<file path="src/rtl/pipeline_hazard_ctrl.sv">
// Stall/flush scheduler for the 5-stage pipeline: drives latch enables, flushes
// and PC control from hazard, redirect, memory-wait and halt conditions.
module pipeline_hazard_ctrl #(
  parameter int CNT_W = 32,
  parameter int REG_W = 5
) (
  input  logic             CLK,
  input  logic             nRST,
  input  logic             ihit,
  input  logic             dhit,
  input  logic [REG_W-1:0] id_rs,
  input  logic [REG_W-1:0] id_rt,
  input  logic             id_uses_rs,
  input  logic             id_uses_rt,
  input  logic             ex_MemRd,
  input  logic [REG_W-1:0] ex_wsel,
  input  logic             ex_redirect,
  input  logic             mem_MemRd,
  input  logic             mem_MemWr,
  input  logic             wb_halt,
  output logic             pc_en,
  output logic             pc_redirect,
  output logic             ifid_en,
  output logic             idex_en,
  output logic             exmem_en,
  output logic             memwb_en,
  output logic             ifid_flush,
  output logic             idex_flush,
  output logic             exmem_flush,
  output logic             halt,
  output logic [CNT_W-1:0] stall_cnt,
  output logic [CNT_W-1:0] flush_cnt,
  output logic [1:0]       state_dbg   // RUN=0, DWAIT=1, HALTED=2
);

  typedef enum logic [1:0] {
    RUN    = 2'd0,
    DWAIT  = 2'd1,
    HALTED = 2'd2
  } state_t;

  state_t           state_q, state_d;
  logic             halt_q, halt_d;
  logic [CNT_W-1:0] stall_cnt_q, stall_cnt_d;
  logic [CNT_W-1:0] flush_cnt_q, flush_cnt_d;

  logic mem_busy;
  logic rs_hit, rt_hit, load_use;

  assign mem_busy = (mem_MemRd | mem_MemWr) & ~dhit;
  assign rs_hit   = id_uses_rs & (id_rs == ex_wsel);
  assign rt_hit   = id_uses_rt & (id_rt == ex_wsel);
  // $0 is hardwired, so a load targeting it never creates a dependency
  assign load_use = ex_MemRd & (ex_wsel != '0) & (rs_hit | rt_hit);

  always_comb begin
    state_d     = state_q;
    halt_d      = halt_q;
    stall_cnt_d = stall_cnt_q;
    flush_cnt_d = flush_cnt_q;
    pc_en       = 1'b0;
    pc_redirect = 1'b0;
    ifid_en     = 1'b0;
    idex_en     = 1'b0;
    exmem_en    = 1'b0;
    memwb_en    = 1'b0;
    ifid_flush  = 1'b0;
    idex_flush  = 1'b0;
    exmem_flush = 1'b0;

    if (state_q == HALTED) begin
      state_d = HALTED;
    end else if (wb_halt) begin
      state_d = HALTED;
      halt_d  = 1'b1;
    end else if (mem_busy) begin
      state_d     = DWAIT;
      stall_cnt_d = stall_cnt_q + CNT_W'(1);
    end else begin
      // Leaving DWAIT on dhit releases the pipeline in this same cycle
      state_d = RUN;
      if (ex_redirect) begin
        pc_en       = 1'b1;
        pc_redirect = 1'b1;
        ifid_flush  = 1'b1;
        idex_flush  = 1'b1;
        exmem_en    = 1'b1;
        memwb_en    = 1'b1;
        flush_cnt_d = flush_cnt_q + CNT_W'(1);
      end else if (load_use) begin
        idex_flush  = 1'b1;
        exmem_en    = 1'b1;
        memwb_en    = 1'b1;
        stall_cnt_d = stall_cnt_q + CNT_W'(1);
      end else if (!ihit) begin
        ifid_flush  = 1'b1;
        idex_en     = 1'b1;
        exmem_en    = 1'b1;
        memwb_en    = 1'b1;
        stall_cnt_d = stall_cnt_q + CNT_W'(1);
      end else begin
        pc_en    = 1'b1;
        ifid_en  = 1'b1;
        idex_en  = 1'b1;
        exmem_en = 1'b1;
        memwb_en = 1'b1;
      end
    end

    // Hold every latch and the PC quiet while reset is asserted
    if (!nRST) begin
      pc_en       = 1'b0;
      pc_redirect = 1'b0;
      ifid_en     = 1'b0;
      idex_en     = 1'b0;
      exmem_en    = 1'b0;
      memwb_en    = 1'b0;
      ifid_flush  = 1'b0;
      idex_flush  = 1'b0;
      exmem_flush = 1'b0;
    end
  end

  always_ff @(posedge CLK or negedge nRST) begin
    if (!nRST) begin
      state_q     <= RUN;
      halt_q      <= 1'b0;
      stall_cnt_q <= '0;
      flush_cnt_q <= '0;
    end else begin
      state_q     <= state_d;
      halt_q      <= halt_d;
      stall_cnt_q <= stall_cnt_d;
      flush_cnt_q <= flush_cnt_d;
    end
  end

  assign halt      = halt_q;
  assign stall_cnt = stall_cnt_q;
  assign flush_cnt = flush_cnt_q;
  assign state_dbg = state_q;

endmodule

</file>
<file path="config.mk">
export PLATFORM = sky130hd
export DESIGN_NAME = pipeline_hazard_ctrl
export DESIGN_NICKNAME = d
export VERILOG_FILES = /design/src/rtl/pipeline_hazard_ctrl.sv
export SDC_FILE = /design/constraint.sdc
export NUM_CORES = 1
export LEC_CHECK = 0
export ABC_AREA = 1
export BUFFER_PORTS_ARGS = -buffer_cell sky130_fd_sc_hd__buf_2
export CAP_MARGIN = 20
export CORE_MARGIN = 2
export CORE_UTILIZATION = 50
export DETAILED_ROUTE_END_ITERATION = 8
export PLACE_DENSITY_LB_ADDON = 0.2
export SYNTH_ARGS = -nofsm -noshare
export SYNTH_HDL_FRONTEND = slang
export SYNTH_SLANG_ARGS = --single-unit
</file>
<file path="constraint.sdc">
create_clock -name CLK -period 1.7 [get_ports CLK]
set_clock_uncertainty 0.2 [all_clocks]
set_input_delay 0.085 -clock CLK [delete_from_list [all_inputs] [get_ports CLK]]
set_output_delay 0.085 -clock CLK [all_outputs]
set_load 0.005 [all_outputs]
</file>
==> results.toml, run 1 <==
[outcome]
status = "complete, but fails checks"
violations = "negative setup slack"

[layout]
layout_common_cells = "nand2_1 (268), buf_2 (100), buf_4 (68)"
n_antenna_cell = 0
nNetsFinal = 876
area_delta_synth_final_pct = 37.33
instances_no_fill = 960
fin_area_um2 = 6287
final_common_cell = "nand2_1"
drive_gt1_share_pct = 36.62
final_util_pct = 71.40

[worst_hold_path]
holdCritPathClass = "in2reg"

[timing]
drv_slew = 0
post-route-period-util_pct = 103.0
setup_ws_ns = -0.05016
fin_hold_ws_ns = 0.1396
hold_viol = 0
fmax_mhz = 571.4
post-route-min-period_ns = 1.750
rsz0062_at_grt = "yes"
setup-violations-final = 6

[setup_path]
critPathRequiredTime_ns = 1.41
slowest_delay_ns = 0.38
slowest_stage = "dfrtp_1"
path_buf_inv = 4
worstPathMaxFanout = 4
worstSetupPathType = "reg2out"
crit_family = "simple AND/OR/NAND/NOR gates"
start_kind = "flop"
setup.worst_path.end_class = "output port"
arrival_ns = 1.47
cp_cell_sequence = "inv_2 -> nand2_2 -> nand2_4 -> inv_4 -> nand2_4 -> nor2_4 -> inv_2 -> nor3_2 -> buf_2"

[grt]
grt_max_degree = 68
grt.total_usage_pct = 28.16
first_global_vias = 4913
antenna_found_initial = 0
grt_overflow = 0
grt_pass1_wl_um = 22580

[drt]
first_pass_iters = 5
wl_per_cell_um = 14.85
final_antenna_net_count = 0
vias_per_cell = 5.301
drc = 0
wl_um = 14260
initialDrtViolationCount = 241
vias = 5089

[synth]
synth_seq_cells = 67
synth_cell_types = 30
syn_inst = 678
synth_area_um2 = 4578
yosysSeqAreaShare_pct = 36.62
avgSynthCellArea_um2 = 6.752
yosys_warnings = 0
syn_nets = 706

[clock_network]
path_clk_slew_ns = 0.07
cts_tree = "done"
clockBufferDepth = 2
cts_sinks = 67
clkLatencyLatePin_ns = 0.35
numCtsBuffers = 9
cts-root-buf = "clkbuf_8"
h-tree-depth = 3

[power_and_ir_drop]
powerDensity_nw_per_um2 = 499.4
leakage_uw = 0.003307
max-vdd-ir-drop_v = 0.0005474
total_power_uw = 3140

[placement]
io_buffers = 100
dpl.hpwl_um = 9724
gp_congestion = 0.9591
dpl_cell_area_um2 = 5483
placedCellCount = 916

[floorplan]
dieArea_um2 = 9938
start_util_pct = 51.99
pin_count = 102
die_width_um = 99.69
die_h_um = 99.69
rows = 34
core-area_um2 = 8806

[job]
cap_violations = 0
layout make-up:
| type | instances | area [um^2] |
|---|---|---|
| well taps | 108 | 135.1 |
| fillers | 696 | 2519 |
| clock inverters | 2 | 35.03 |
| inverters | 53 | 205.2 |
| repair buffers | 175 | 1092 |
| multi-input cells | 542 | 2963 |
| clock buffers | 13 | 158.9 |
| flip-flops and latches | 67 | 1698 |
registers in the layout (all words and copies together), names as in the netlist:
name	count
state_dbg	2
stall_cnt	32
halt	1
flush_cnt	32
through the flow:
stage,setup TNS [ns],worst slack (ns)
finish,-0.1296,-0.05016
global route,-2.664,-0.1321
CTS,-0.1437,-0.05304
detailed placement,-0.1366,-0.04366
global placement,-0.01665,-0.01665
floorplan,0,0.02399
power breakdown:
part	internal (uW)	switching (uW)
Sequential	1590	0
Clock	749	609
Combinational	59.0	130
Total	2400	739
metal layers:
layer  part of all wire, %  vias up  track usage [%]
met4                   3.8        0            11.80
met3                   6.6       53            4.989
met2                    53      210            50.78
li1                      -     2461                -
met5                     0        -                0
met1                    37     2365            32.83
synth_stat cells, drive strengths merged:
master | n | area, um^2
nand2 | 301 | 1160
nor2 | 100 | 429.2
dfrtp | 67 | 1677
inv | 53 | 198.9
nand4 | 36 | 225.2
xor2 | 31 | 271.5
nor3 | 19 | 105.1
nand3b | 17 | 127.6
xnor2 | 12 | 105.1
buf | 11 | 86.33
nand3 | 10 | 62.56
clkbuf | 6 | 22.52
o21ai | 6 | 30.03
a21oi | 3 | 15.01
ha | 2 | 25.02
a21boi | 1 | 7.510
a21o | 1 | 7.510
conb | 1 | 3.750
o21bai | 1 | 18.77
worst min-delay path, delay by kind of cell:
family	cells	cell delay (ns)
xor+xnor	1	0.07
buf+inv	1	0.12
simple gates	3	0.36
timing repair:
action,CTS,global route
resized for setup,22,100
hold buffers,5,0
setup buffers,5,18
setup endpoints to repair,17,68
gates cloned,0,1
hold endpoints to repair,70,0
pin swaps,7,24
logic make-up (layout without fill, tap and decap cells):
family	Yosys count	after routing	share of synthesized area, %
other	1	1	0.08191
buffers and inverters	70	243	6.723
DFF	67	67	36.62
AOI/OAI and AO/OA	12	12	1.722
and+or+nand+nor	483	484	46.08
adders and majority gates	2	2	0.5465
xor gates and xnor gates	43	43	8.226
worst paths after layout:
| kind | start | end | slack [ns] | cells after the start |
|---|---|---|---|---|
| setup / recovery | state_dbg[0] | ifid_en | -0.05 | 9 |
| hold / removal | ex_redirect | flush_cnt[16] | 0.14 | 5 |
| setup reg to reg | state_dbg[0] | flush_cnt[12] | -0.04 | 10 |
| hold reg to reg | flush_cnt[14] | flush_cnt[14] | 0.33 | 1 |
| max in group asynchronous | nRST | stall_cnt[22] | 0.77 | 3 |
| min in group asynchronous | nRST | stall_cnt[5] | 0.15 | 3 |
Note: power is estimated with default switching activity, not from simulation.
==> run 2: changes to the inputs <==
Settings changed: CELL_PAD_IN_SITES_DETAIL_PLACEMENT set to 0, CELL_PAD_IN_SITES_GLOBAL_PLACEMENT set to 1, CORE_UTILIZATION 50 to 35.
==> run 2 against run 1 <==
Effect of this change: sequential cell count unchanged; routed wire length grew 5.9%; critical path type unchanged; die area grew 41%; combinational power decreased by 3%; hold slack lost 0.038 ns; maximum frequency is 0.64% higher; sequential share of layout area down 2.1 points; power is 10% higher; critical endpoint is now pc_en; clock power is 24% higher; first-iteration DRC count rose by 27%; the run still ends with negative setup slack left; non-clock buffer count increased by 30.
==> results.toml, run 2 (synthesized netlist as in run 1, its figures left out) <==
[setup_path]
crit_family = "flip-flops"
critPathLaunch = "state_dbg[1]"
arrival_ns = 1.45
path_buf_inv = 3
rr_endpoint = "flush_cnt[8]"
r2r_cells = 9
reg2reg_slack_ns = -0.04
cp_cell_sequence = "nand2_2 -> nand2_4 -> inv_2 -> nand2_2 -> buf_4 -> a21oi_2 -> buf_2"
worstPathMaxFanout = 2
worstSetupPathType = "reg2out"
slowest_stage = "dfrtp_1"
setup.worst_path.end_class = "output port"
slowest_delay_ns = 0.38
cp_common_cell = "nand2_2"
critPathRequiredTime_ns = 1.41
start_kind = "flop"
r2r_start = "state_dbg[1]"

[timing]
relSlewSlack_pct = 38.39
drv_slew = 0
worst_pin_slew_ns = 0.9242
hold_viol = 0
post-route-min-period_ns = 1.739
rsz0062_at_grt = "yes"
setup-violations-final = 5
post-route-period-util_pct = 102.3
setup_ws_ns = -0.03911
fmax_mhz = 575.0

[floorplan]
rows = 41
die_h_um = 118.4
start_util_pct = 36.13
dieArea_um2 = 14010
core-area_um2 = 12670
pin_count = 102
die_width_um = 118.4

[power_and_ir_drop]
powerDensity_nw_per_um2 = 508.7
leakage_uw = 0.003565
max-vdd-ir-drop_v = 0.0005086
total_power_uw = 3458

[clock_network]
clkLatencyLatePin_ns = 0.34
clockBufferDepth = 2
path_clk_slew_ns = 0.05
cts-root-buf = "clkbuf_16"
numCtsBuffers = 9
cts_sinks = 67
cts_tree = "done"
h-tree-depth = 3

[drt]
final_antenna_net_count = 0
wl_um = 15110
vias = 5037
vias_per_cell = 4.779
drc = 0
wl_per_cell_um = 14.33
initialDrtViolationCount = 305
first_pass_iters = 4

[layout]
nNetsFinal = 905
instances_no_fill = 1054
layout_common_cells = "nand2_1 (260), buf_2 (100), buf_4 (95)"
drive_gt1_share_pct = 40.93
n_antenna_cell = 0
final_common_cell = "nand2_1"
area_delta_synth_final_pct = 48.51

[grt]
grt_overflow = 0
grt.total_usage_pct = 21.39
grt_pass1_wl_um = 24120
first_global_vias = 4950
antenna_found_initial = 0
grt_max_degree = 68

[placement]
io_buffers = 100
gp_congestion = 0.9061
dpl.hpwl_um = 10870
placedCellCount = 1002

[worst_hold_path]
hold_path_depth = 5
hp-start = "ex_redirect"
holdCritPathClass = "in2reg"
min_to = "flush_cnt[3]"

[outcome]
violations = "negative setup slack"
status = "complete, but fails checks"

[job]
cap_violations = 0
run 2: changes by cell type in the layout (fill, tap and decap cells not counted), moves of 6 or more:
cell	before	now
nor2_1	53	43
buf_4	68	95
clkbuf_16	0	9
dfrtp_2	17	11
nor2_4	16	24
nand2_1	268	260
clkbuf_8	11	0
dfrtp_1	50	56
nand2_2	25	32
run 2: where the power goes:
part           switching (uW)  internal [uW]
clock network             698            981
logic                     129           55.7
registers                   0           1600
total                     826           2630
run 2: tightest hold or removal path: cells and delay by family:
| family | cells | cell delay [ns] |
|---|---|---|
| buffers and inverters | 1 | 0.12 |
| xor gates and xnor gates | 1 | 0.08 |
| and+or+nand+nor | 3 | 0.31 |
run 2: area by class of cell:
type                            count  area, um^2
Clock inverter                      3       15.01
Multi-Input combinational cell    541        3095
Inverter                           53       205.2
Fill cell                        1263        5872
Tap cell                          172       215.2
Clock buffer                       13       240.2
Timing Repair Buffer              205        1338
Sequential cell                    67        1690
run 2: worst max-delay path by stage:
stage               endpoint  slack [ns]  cells after the start
2_1_floorplan  stall_cnt[28]        0.02                     10
3_3_place_gp   flush_cnt[23]       -0.12                      7
3_5_place_dp   flush_cnt[23]        -0.1                      8
4_1_cts              ifid_en       -0.04                      9
5_1_grt        flush_cnt[14]       -0.14                      9
6_report               pc_en       -0.04                      7
run 2: metal layers:
metal	global-route usage [%]	vias up	part of all wire, %
li1	-	2524	-
met1	24.83	2365	41
met2	38.73	110	52
met3	4.006	38	3.8
met4	8.333	0	3.1
met5	0	-	0
run 2: per-stage QoR:
stage | util, % | TNS, ns | hold slack [ns] | worst slack, ns | cell area (um^2)
2_1_floorplan | - | 0 | -0.4106 | 0.02399 | 4591
3_3_place_gp | 45.21 | -0.4489 | 0.1105 | -0.1187 | 5728
3_5_place_dp | 45.21 | -0.3345 | 0.1177 | -0.09512 | 5728
4_1_cts | 48.57 | -0.08373 | 0.05933 | -0.04121 | 6155
5_1_grt | 53.66 | -1.854 | 0.1096 | -0.1432 | 6799
6_report | 53.66 | -0.1391 | 0.1019 | -0.03911 | 6799
run 2: repair_timing:
item | CTS | global route
buffers inserted | 5 | 26
hold buffers | 5 | 0
endpoints found under the setup margin | 24 | 56
pin swaps | 6 | 48
gates resized for setup | 24 | 132
hold endpoints to repair | 70 | 0
